===== config.mk =====
export PLATFORM = sky130hd
export DESIGN_NAME = button_event
export DESIGN_NICKNAME = d
export VERILOG_FILES = /design/src/rtl/button_event.sv
export SDC_FILE = /design/constraint.sdc
export NUM_CORES = 1
export LEC_CHECK = 0
export CORE_MARGIN = 1
export CORE_UTILIZATION = 50
export CTS_CLUSTER_SIZE = 10
export DETAILED_ROUTE_END_ITERATION = 8
export GPL_TIMING_DRIVEN = 0
export PLACE_DENSITY = 0.81
export SYNTH_ARGS = -nofsm -noshare
export SYNTH_HDL_FRONTEND = slang
export SYNTH_SLANG_ARGS = --single-unit
export TNS_END_PERCENT = 5

===== constraint.sdc =====
create_clock -name clk -period 2.45 [get_ports clk]
set_input_delay 0.735 -clock clk [delete_from_list [all_inputs] [get_ports clk]]
set_output_delay 0.735 -clock clk [all_outputs]
set_load 0.01 [all_outputs]

===== src/rtl/button_event.sv =====
// button_event: turns a debounced button level into press/release/long-press/repeat pulses
// plus a held flag, with runtime-tunable long-press and auto-repeat thresholds.
module button_event #(
    parameter bit ACTIVE_HIGH = 1'b1
) (
    input  logic        clk,
    input  logic        rst,
    input  logic        in_i,
    input  logic [31:0] long_ticks_i,
    input  logic [31:0] repeat_ticks_i,
    input  logic        repeat_en_i,
    output logic        press_o,
    output logic        release_o,
    output logic        long_press_o,
    output logic        repeat_o,
    output logic        held_o
);
    localparam logic [1:0] IDLE    = 2'd0;
    localparam logic [1:0] PRESSED = 2'd1;
    localparam logic [1:0] LONG    = 2'd2;

    logic        lvl;
    logic [1:0]  state_q, state_d;
    logic [31:0] cnt_q, cnt_d;
    logic        prev_q;
    logic        press_d, release_d, long_d, repeat_d, held_d;

    assign lvl = in_i ~^ ACTIVE_HIGH;

    // Release wins over any pending long/repeat expiry in the same cycle.
    always_comb begin
        state_d   = state_q;
        cnt_d     = cnt_q;
        press_d   = 1'b0;
        release_d = 1'b0;
        long_d    = 1'b0;
        repeat_d  = 1'b0;
        if (state_q == IDLE) begin
            if (lvl && !prev_q) begin
                press_d = 1'b1;
                state_d = PRESSED;
                cnt_d   = long_ticks_i;
            end
        end else if (!lvl) begin
            release_d = 1'b1;
            state_d   = IDLE;
            cnt_d     = '0;
        end else if (state_q == PRESSED) begin
            if (cnt_q != '0) begin
                cnt_d = cnt_q - 32'd1;
            end else begin
                long_d  = 1'b1;
                state_d = LONG;
                cnt_d   = repeat_ticks_i;
            end
        end else if (!repeat_en_i) begin
            cnt_d = repeat_ticks_i;
        end else if (cnt_q != '0) begin
            cnt_d = cnt_q - 32'd1;
        end else begin
            repeat_d = 1'b1;
            cnt_d    = repeat_ticks_i;
        end
        held_d = state_d != IDLE;
    end

    always_ff @(posedge clk or posedge rst) begin
        if (rst) begin
            state_q      <= IDLE;
            cnt_q        <= '0;
            prev_q       <= 1'b0;
            press_o      <= 1'b0;
            release_o    <= 1'b0;
            long_press_o <= 1'b0;
            repeat_o     <= 1'b0;
            held_o       <= 1'b0;
        end else begin
            state_q      <= state_d;
            cnt_q        <= cnt_d;
            prev_q       <= lvl;
            press_o      <= press_d;
            release_o    <= release_d;
            long_press_o <= long_d;
            repeat_o     <= repeat_d;
            held_o       <= held_d;
        end
    end
endmodule


Yosys cells after proc, flatten, opt, wreduce, memory -nomap -nowiden

Cells that the tools add are included.

Add/sub/neg operators: 1
Equal/unequal tests: 2
Multiplexer cells: 23
Reduce and logical (&&, ||, !) cells: 5

Operators with widths:

| kind                  | count |
|---|---|
| $mux 32               | 6 |
| $reduce_bool 32->1    | 1 |
| $sub 32x1->32 const B | 1 |
| $mux 1                | 12 |
| $mux 2                | 5 |
| $eq 2x1->1 const B    | 1 |
| $logic_not 2->1       | 1 |
| $ne 2x1->1 const B    | 1 |
| $reduce_bool 2->1     | 1 |
| $logic_and 1x1->1     | 1 |
| $logic_not 1->1       | 1 |

Register bits: 40
Input bits: 68
Output and inout port bits: 5
Word-level logic and storage cells: 39

Depth between registers and ports, before layout

Gate-level depths: netlist of the first run.

Word-level depth: 6
Gate-level depth with buffers: 8
Mapped depth without buffers: 8

Worst setup path after synthesis of the first run

Ideal clock, no wire load.

Path type: register to register
Start point: register cnt_q[0]
End point: register cnt_q[18]
Library setup time: 0.079 ns
Arrival: 1.998 ns
Data required time: 2.371 ns
Slack: 0.372 ns
Cell stages (with the launch flop): 9
Path buffers: 0
Clock period less this slack: 2.078 ns
Cell sequence: dfrtp_1 -> inv_1 -> ha_1 -> nor4b_2 -> and2_1 -> nand2_1 -> or4_1 -> a21oi_1 -> a2bb2oi_1

Cells in the longest elaborated chain, start to end: 6
Elaborated cells on any way between the ends: 7
Classes of those cells: add/sub: 1; mux: 5; reduce/logical: 1

Ends and longest elaborated chain:

| element                                             | RTL line | text |
|---|---|---|
| from (decl)                                         | 24       | `logic [31:0] cnt_q, cnt_d;` |
| from (signal assigned)                              | 79       | `cnt_q <= cnt_d;` |
| $sub 32x1->32 or $reduce_bool 32->1 (tied branches) | --       |  |
| $mux 32 *                                           | 49, 58   |  |
| $mux 32                                             | 56       | `end else if (!repeat_en_i) begin` |
| $mux 32 *                                           | 48       | `end else if (state_q == PRESSED) begin` |
| $mux 32 *                                           | 44       | `end else if (!lvl) begin` |
| $mux 32 *                                           | 38       | `if (state_q == IDLE) begin` |

Every way passes the cells marked *; elsewhere a longest branch is shown, timed or not.
A chain may end at the register's enable or synchronous reset.

Final worst setup path of the first run

Start point: input repeat_en_i
End point: register cnt_q[5]

Cells in the longest elaborated chain, start to end: 4

Ends and longest elaborated chain:

| element     | RTL line | text |
|---|---|---|
| from (decl) | 11       | `input logic repeat_en_i,` |
| $mux 32     | 56       |  |
| $mux 32     | 48       |  |
| $mux 32     | 44       |  |
| $mux 32     | 38       |  |

No other way between the ends.

==> flow_summary.toml, run 1 <==
[global_routing]
antenna_found_initial = 0
grt_usage = 0.332
grt_pass1_wl_mm = 15.6
grt_max_degree = 41
grt_pass1_vias = 3147
grt_overflow = 0

[power]
power-per-cell-area_nw_per_um2 = 619
max-vdd-ir-drop_mv = 0.349
leakagePower_nw = 1.51

[synthesis]
yosys.area.top_type = "dfrtp_1"
synthSimpleGateAreaFrac = 0.293
synth_warnings = 0
synthXorXnorAreaFrac = 0.0388
synth_top_family_by_area = "simple AND/OR/NAND/NOR gates"
ys_ff_latch = 40
synth_adder_area_share = 0.00853
syn_area_um2 = 2930
synth_fp_nets = 428
synth_compound_area_frac = 0.265
synth.distinct_cells = 64
synthFlopType = "dfrtp_1"
ys_top_cells_by_area = "dfrtp_1 34%, nor2_1 5.6%, a21oi_1 5.5%, nand2_1 5.2%, o21ai_0 4.6%"
synth_top_cell_area_share = 0.341
synthMuxAreaShare = 0.0154
synth_edf_count = 0
ys_seq_area_frac = 0.341
synth-async-reset-ratio = 1.00
synthesis.area_per_instance_um2 = 8.19
syn_inst = 358

[setup_path]
r2r-end = "cnt_q[11]"
crit_fanout = 10
cp.arrival_ns = 2.61
r2r_slack_ns = 0.07
crit_start = "repeat_en_i"
cp-start-kind = "primary input"
endpoint_kind = "register"
reg2reg_depth = 7
r2r_start = "cnt_q[2]"
cp.required_ns = 2.68
worstSetupPathType = "primary input to register"
cp-endpoint = "cnt_q[5]"

[finish]
diodes = 0
final_util = 0.705
syn2layout_area_growth_pct = 34.1
fillCellCount = 480
final_nets = 507
multi_input_area_um2 = 1890
layout-drive-gt1-share = 0.112
ff_latch_area_um2 = 1000

[place]
gp_congestion = 0.893
hpwl_mm = 6.94
portBuffers = 72

[sta]
min_period_over_period = 0.974
min_period_ns = 2.39
slew_violations = 0
relSlewSlack = 0.412
worst_pin_slew_ns = 0.881
holdWs_ns = 0.580
rsz0062_at_grt = "yes"
hold_viol = 0
finClkSkew_ns = 0.00494
setup_viol = 0
fmax_mhz = 419

[clock_tree]
clk_pin_slew_ns = 0.09
cts.path.max_buffers = 2
root_buffer = "clkbuf_8"
cts_tree = "yes"
clk_latency_ns = 0.30
htreeDepth = 2
clock_sinks = 40
cts_made_buffers = 5

[floorplan]
start_util = 0.526
fp-row-count = 27
die_h_um = 78.6
pin_count = 73
dieArea_um2 = 6180
core_um2 = 5570
die_w_um = 78.6

[detailed_routing]
wire_per_inst_um = 19.2
routed_wl_mm = 9.77
drt_iter0_drc = 374
vias_per_cell = 6.41
post-route-drc-count = 0
first_pass_iters = 5
antenna_left = 0
num_vias = 3269

[run]
cap_viol_max_count = 0

[run_status]
status = "finished clean"

[worst_hold_path]
hold_class = "register to register"
-- cells in the final DEF (no fill, tap or decap), types with 4 or more instances in the layout --
cell             netlist  routed
nand3_1               15      14
a221o_1                6       6
nand2_1               41      40
nor3_1                13      13
dfrtp_1               40      40
clkbuf_1              10       7
o21ai_0               27      27
and4_1                 5       5
a21oi_1               32      32
xor2_1                 8       8
o31ai_1                5       5
and3_1                 4       4
clkbuf_8               0       5
clkdlybuf4s50_1        0      72
a31oi_1                9       9
inv_1                  9       7
nor2_1                44      41
buf_2                  5       5
xnor2_1                5       5
a32oi_1                5       5
-- registers in the layout, summed over array words and instances, names as in the netlist --
| register | cells |
|---|---|
| cnt_q | 32 |
| state_q | 2 |
| held_o | 1 |
| long_press_o | 1 |
| press_o | 1 |
| prev_q | 1 |
| release_o | 1 |
| repeat_o | 1 |
-- worst min-delay path by stage --
stage / startpoint / end / slack, ns / cells past startpoint
floorplan: cnt_q[13] / cnt_q[13] / 0.50 / 2
global placement: cnt_q[13] / cnt_q[13] / 0.53 / 2
detailed placement: cnt_q[13] / cnt_q[13] / 0.55 / 2
CTS: cnt_q[13] / cnt_q[13] / 0.57 / 2
global route: state_q[1] / long_press_o / 0.62 / 1
finish: cnt_q[13] / cnt_q[13] / 0.58 / 2
-- critical path, stage by stage --
cell and delay [ns]:
clkdlybuf4s50_1 0.52, a21oi_1 0.12, a31oi_4 0.45, nand2_2 0.25, o311a_1 0.39, a21oi_1 0.13
-- cells by family (layout without fill, tap and decap cells) --
| family | after synthesis | count (layout) |
|---|---|---|
| AND/OR/NAND/NOR | 158 | 158 |
| buffers and inverters | 26 | 106 |
| multiplexers | 4 | 4 |
| flip-flops | 40 | 40 |
| XOR/XNOR | 13 | 13 |
| AO/OA/AOI/OAI | 115 | 115 |
| adder cells (fa/ha/maj) | 2 | 2 |
-- synth_stat cells, types with 2 or more instances --
library cell,number
nor3_2,2
o22a_1,2
nor3_1,13
and4b_1,2
xor2_1,8
o311ai_1,3
nor2_1,44
nand3_1,15
nand2_1,41
o21a_1,3
nor2b_1,2
and3_1,4
clkbuf_1,10
ha_1,2
a31oi_1,9
a221o_1,6
nor4_1,2
o311a_1,2
xnor2_1,5
a21oi_1,32
and4_1,5
o31ai_1,5
o211ai_1,3
buf_2,5
or3_1,2
nand4_1,3
nand4b_1,3
or4_4,2
o2bb2ai_1,2
o22ai_1,3
inv_1,9
a31o_2,3
and2_1,4
mux2i_1,3
o21ai_0,27
dfrtp_1,40
a32oi_1,5
-- stage by stage --
step	setup WS [ns]	area (um^2)	cells	total power, mW	TNS, ns
2_1_floorplan	0.372	2930	358	1.48	0
3_3_place_gp	-0.475	3740	502	1.77	-14.78
3_5_place_dp	-0.524	3740	502	1.80	-9.75
4_1_cts	0.00468	3870	510	2.37	0
5_1_grt	-0.0859	3930	510	2.57	-0.499
6_report	0.0645	3930	510	2.43	0
-- metal layers --
metal	up-vias	global-route usage	routed length, um
li1	1501	-	-
met4	0	0.104	222
met1	1553	0.418	3910
met5	-	0	0
met2	190	0.561	4770
met3	25	0.0733	870
-- cell type report --
| type | count | share of cell area |
|---|---|---|
| multi-input combinational | 292 | 0.481 |
| tap | 72 | 0.0229 |
| timing repair buffer | 72 | 0.183 |
| clock buffer | 5 | 0.0175 |
| clock inverter | 3 | 0.0108 |
| sequential | 40 | 0.255 |
| inverter | 9 | 0.00859 |
| buffer | 17 | 0.0216 |
-- repair_timing --
action / CTS / global route
endpoints found under the setup margin: 19 / 29
buffers inserted: 0 / 0
pin swaps: 0 / 2
gates resized for setup: 8 / 14
endpoints found under the hold margin: 0 / 0
hold buffers: 0 / 0
-- report_power, final --
group	internal (mW)	leakage [nW]	switching (mW)	total (mW)
combinational	0.413	0.952	0.477	0.890
sequential	0.776	0.506	0.204	0.981
clock	0.302	0.0541	0.260	0.562
total	1.49	1.51	0.942	2.43
(Power assumes the default switching activity.)
==> run 2, diff against run 1 <==
--- a/config.mk
+++ b/config.mk
@@ -10,7 +10,7 @@
 export CTS_CLUSTER_SIZE = 10
 export DETAILED_ROUTE_END_ITERATION = 8
 export GPL_TIMING_DRIVEN = 0
-export PLACE_DENSITY = 0.81
+export PLACE_DENSITY = 0.82
 export SYNTH_ARGS = -nofsm -noshare
 export SYNTH_HDL_FRONTEND = slang
 export SYNTH_SLANG_ARGS = --single-unit
==> run 2 against run 1 <==
The flow now finishes with violations (setup timing). Worst hold slack improved by 0.0026 ns. Clock skew increased by 0.0040 ns. Cell area about the same. Critical endpoint is now cnt_q[26]. Highest routed layer unchanged.
==> flow_summary.toml, run 2 (same netlist as run 1, synthesis figures left out) <==
[global_routing]
grt_usage = 0.329
grt_pass1_vias = 3187
grt_max_degree = 41
grt_pass1_wl_mm = 15.6
grt_overflow = 0
antenna_found_initial = 0

[sta]
relSlewSlack = 0.399
fmax_mhz = 407
worst_pin_slew_ns = 0.901
holdWs_ns = 0.583
finClkSkew_ns = 0.00897
rsz0062_at_grt = "yes"
setup_viol = 1
slew_violations = 0
fin_ws_ns = -0.00573
min_period_over_period = 1.00
hold_viol = 0
min_period_ns = 2.46

[clock_tree]
hold_buffers = 0
clock_sinks = 40
root_buffer = "clkbuf_8"
htreeDepth = 2
cts_tree = "yes"
clk_latency_ns = 0.30
cts_made_buffers = 5
cts.path.max_buffers = 2
clk_pin_slew_ns = 0.09

[place]
placed_cell_area_um2 = 3740
dp_worst_setup_slack_ns = -0.489
portBuffers = 72
gp_congestion = 0.909
hpwl_mm = 6.86

[power]
internal_power_mw = 1.52
p_switching_uw = 948
leakagePower_nw = 1.52
clockPowerShare = 0.246
switching_share = 0.384
p_comb_frac = 0.356
max-vdd-ir-drop_mv = 0.357
power-per-cell-area_nw_per_um2 = 627
seqPwrFrac = 0.398

[finish]
final_nets = 507
mostFrequentLayoutCell = "clkdlybuf4s50_1"
reg_top3 = "cnt_q: 32 flops, state_q: 2 flops"
diodes = 0
syn2layout_area_growth_pct = 34.1
largest-register = "cnt_q"
final_cell_mix = "72 x clkdlybuf4s50_1, 42 x nor2_1, 40 x nand2_1, 40 x dfrtp_1, 32 x a21oi_1"
finalInstanceArea_um2 = 3930
largest_reg_flops = 32
layout-drive-gt1-share = 0.110

[setup_path]
cp-start-kind = "primary input"
cpPeakStageDelay_ns = 0.58
cp.arrival_ns = 2.67
path_cells = "clkdlybuf4s50_1 -> nand2_1 -> clkbuf_1 -> nor2_2 -> a221oi_1 -> nor3_1"
worstSetupPathType = "primary input to register"
cp.required_ns = 2.66
crit_fanout = 10
endpoint_kind = "register"
critical-path-top-delay-family = "buffers and inverters"
path_buf_inv = 2
crit_slowest_cell = "clkdlybuf4s50_1"

[run_status]
status = "finished with violations"
violations = "setup timing"

[floorplan]
die_h_um = 78.6
dieArea_um2 = 6180
die_w_um = 78.6
start_util = 0.526
core_um2 = 5570
fp-row-count = 27
pin_count = 73

[detailed_routing]
vias_per_cell = 6.48
antenna_left = 0
drt_iter0_drc = 284
first_pass_iters = 5
routed_wl_mm = 9.78
post-route-drc-count = 0
num_vias = 3306
wire_per_inst_um = 19.2

[worst_hold_path]
hold_class = "register to register"

[run]
cap_viol_max_count = 0
run 2: cell count changes in the layout (fill, tap and decap cells not counted), sizes merged:
cell	delta
buf	-3
clkinvlp	-1
clkbuf	+4
run 2: repair_timing:
action | 4_1_cts | 5_1_grt
resized for setup | 5 | 16
buffers inserted | 0 | 0
endpoints found under the setup margin | 12 | 24
run 2: layer usage:
layer | vias up | track usage | part of all wire
met5 | - | 0 | 0
met4 | 0 | 0.115 | 0.023
met3 | 24 | 0.0558 | 0.097
met2 | 205 | 0.543 | 0.47
met1 | 1580 | 0.432 | 0.41
li1 | 1497 | - | -
run 2: through the flow:
| step | util | std cells | TNS, ns | power, mW |
|---|---|---|---|---|
| after floorplan | - | 358 | 0 | 1.48 |
| after global placement | 0.672 | 502 | -15.16 | 1.77 |
| after detailed placement | 0.672 | 502 | -8.92 | 1.79 |
| after CTS | 0.695 | 510 | 0 | 2.40 |
| after global routing | 0.706 | 510 | -0.262 | 2.60 |
| final | 0.706 | 510 | -0.00573 | 2.47 |
run 2: final cells by class:
cell class / instances / area (um^2)
Buffer: 17 / 87.6
Clock buffer: 6 / 82.6
Clock inverter: 2 / 38.8
Fill cell: 463 / 1640
Inverter: 9 / 33.8
Multi-Input combinational cell: 292 / 1880
Sequential cell: 40 / 1000
Tap cell: 72 / 90.1
Timing Repair Buffer: 72 / 721
run 2: worst paths after layout:
kind                            start            to  slack [ns]  cells past startpoint
max                              in_i     cnt_q[26]      -0.006                      6
min                         cnt_q[13]     cnt_q[13]        0.58                      2
max reg2reg                state_q[1]     cnt_q[26]        0.09                      7
min reg2reg                 cnt_q[13]     cnt_q[13]        0.58                      2
max in group asynchronous         rst     cnt_q[24]        0.94                      2
min in group asynchronous         rst  long_press_o        0.93                      2
run 2: power by group through the flow:
| stage | combinational [mW] | clock (mW) | sequential [mW] |
|---|---|---|---|
| 2_1_floorplan | 0.557 | 0 | 0.926 |
| 3_3_place_gp | 0.809 | 0 | 0.960 |
| 3_5_place_dp | 0.826 | 0 | 0.969 |
| 4_1_cts | 0.834 | 0.606 | 0.958 |
| 5_1_grt | 0.958 | 0.642 | 1.00 |
| 6_report | 0.878 | 0.606 | 0.983 |
run 2: worst register-to-register path, delay by kind of cell, from the launching register on:
family                 cells  cell delay, ns
DFF                        1            0.47
buffers and inverters      2            0.68
AOI/OAI and AO/OA          1            0.30
and+or+nand+nor            4            0.79
==> run 3, diff against run 2 <==
--- a/config.mk
+++ b/config.mk
@@ -7,6 +7,7 @@
 export LEC_CHECK = 0
 export CORE_MARGIN = 1
 export CORE_UTILIZATION = 50
+export CTS_BUF_LIST = sky130_fd_sc_hd__clkbuf_8 sky130_fd_sc_hd__clkbuf_16
 export CTS_CLUSTER_SIZE = 10
 export DETAILED_ROUTE_END_ITERATION = 8
 export GPL_TIMING_DRIVEN = 0
==> results of run 3 <==
The final DEF is identical to that of run 2; final timing and power are the same.
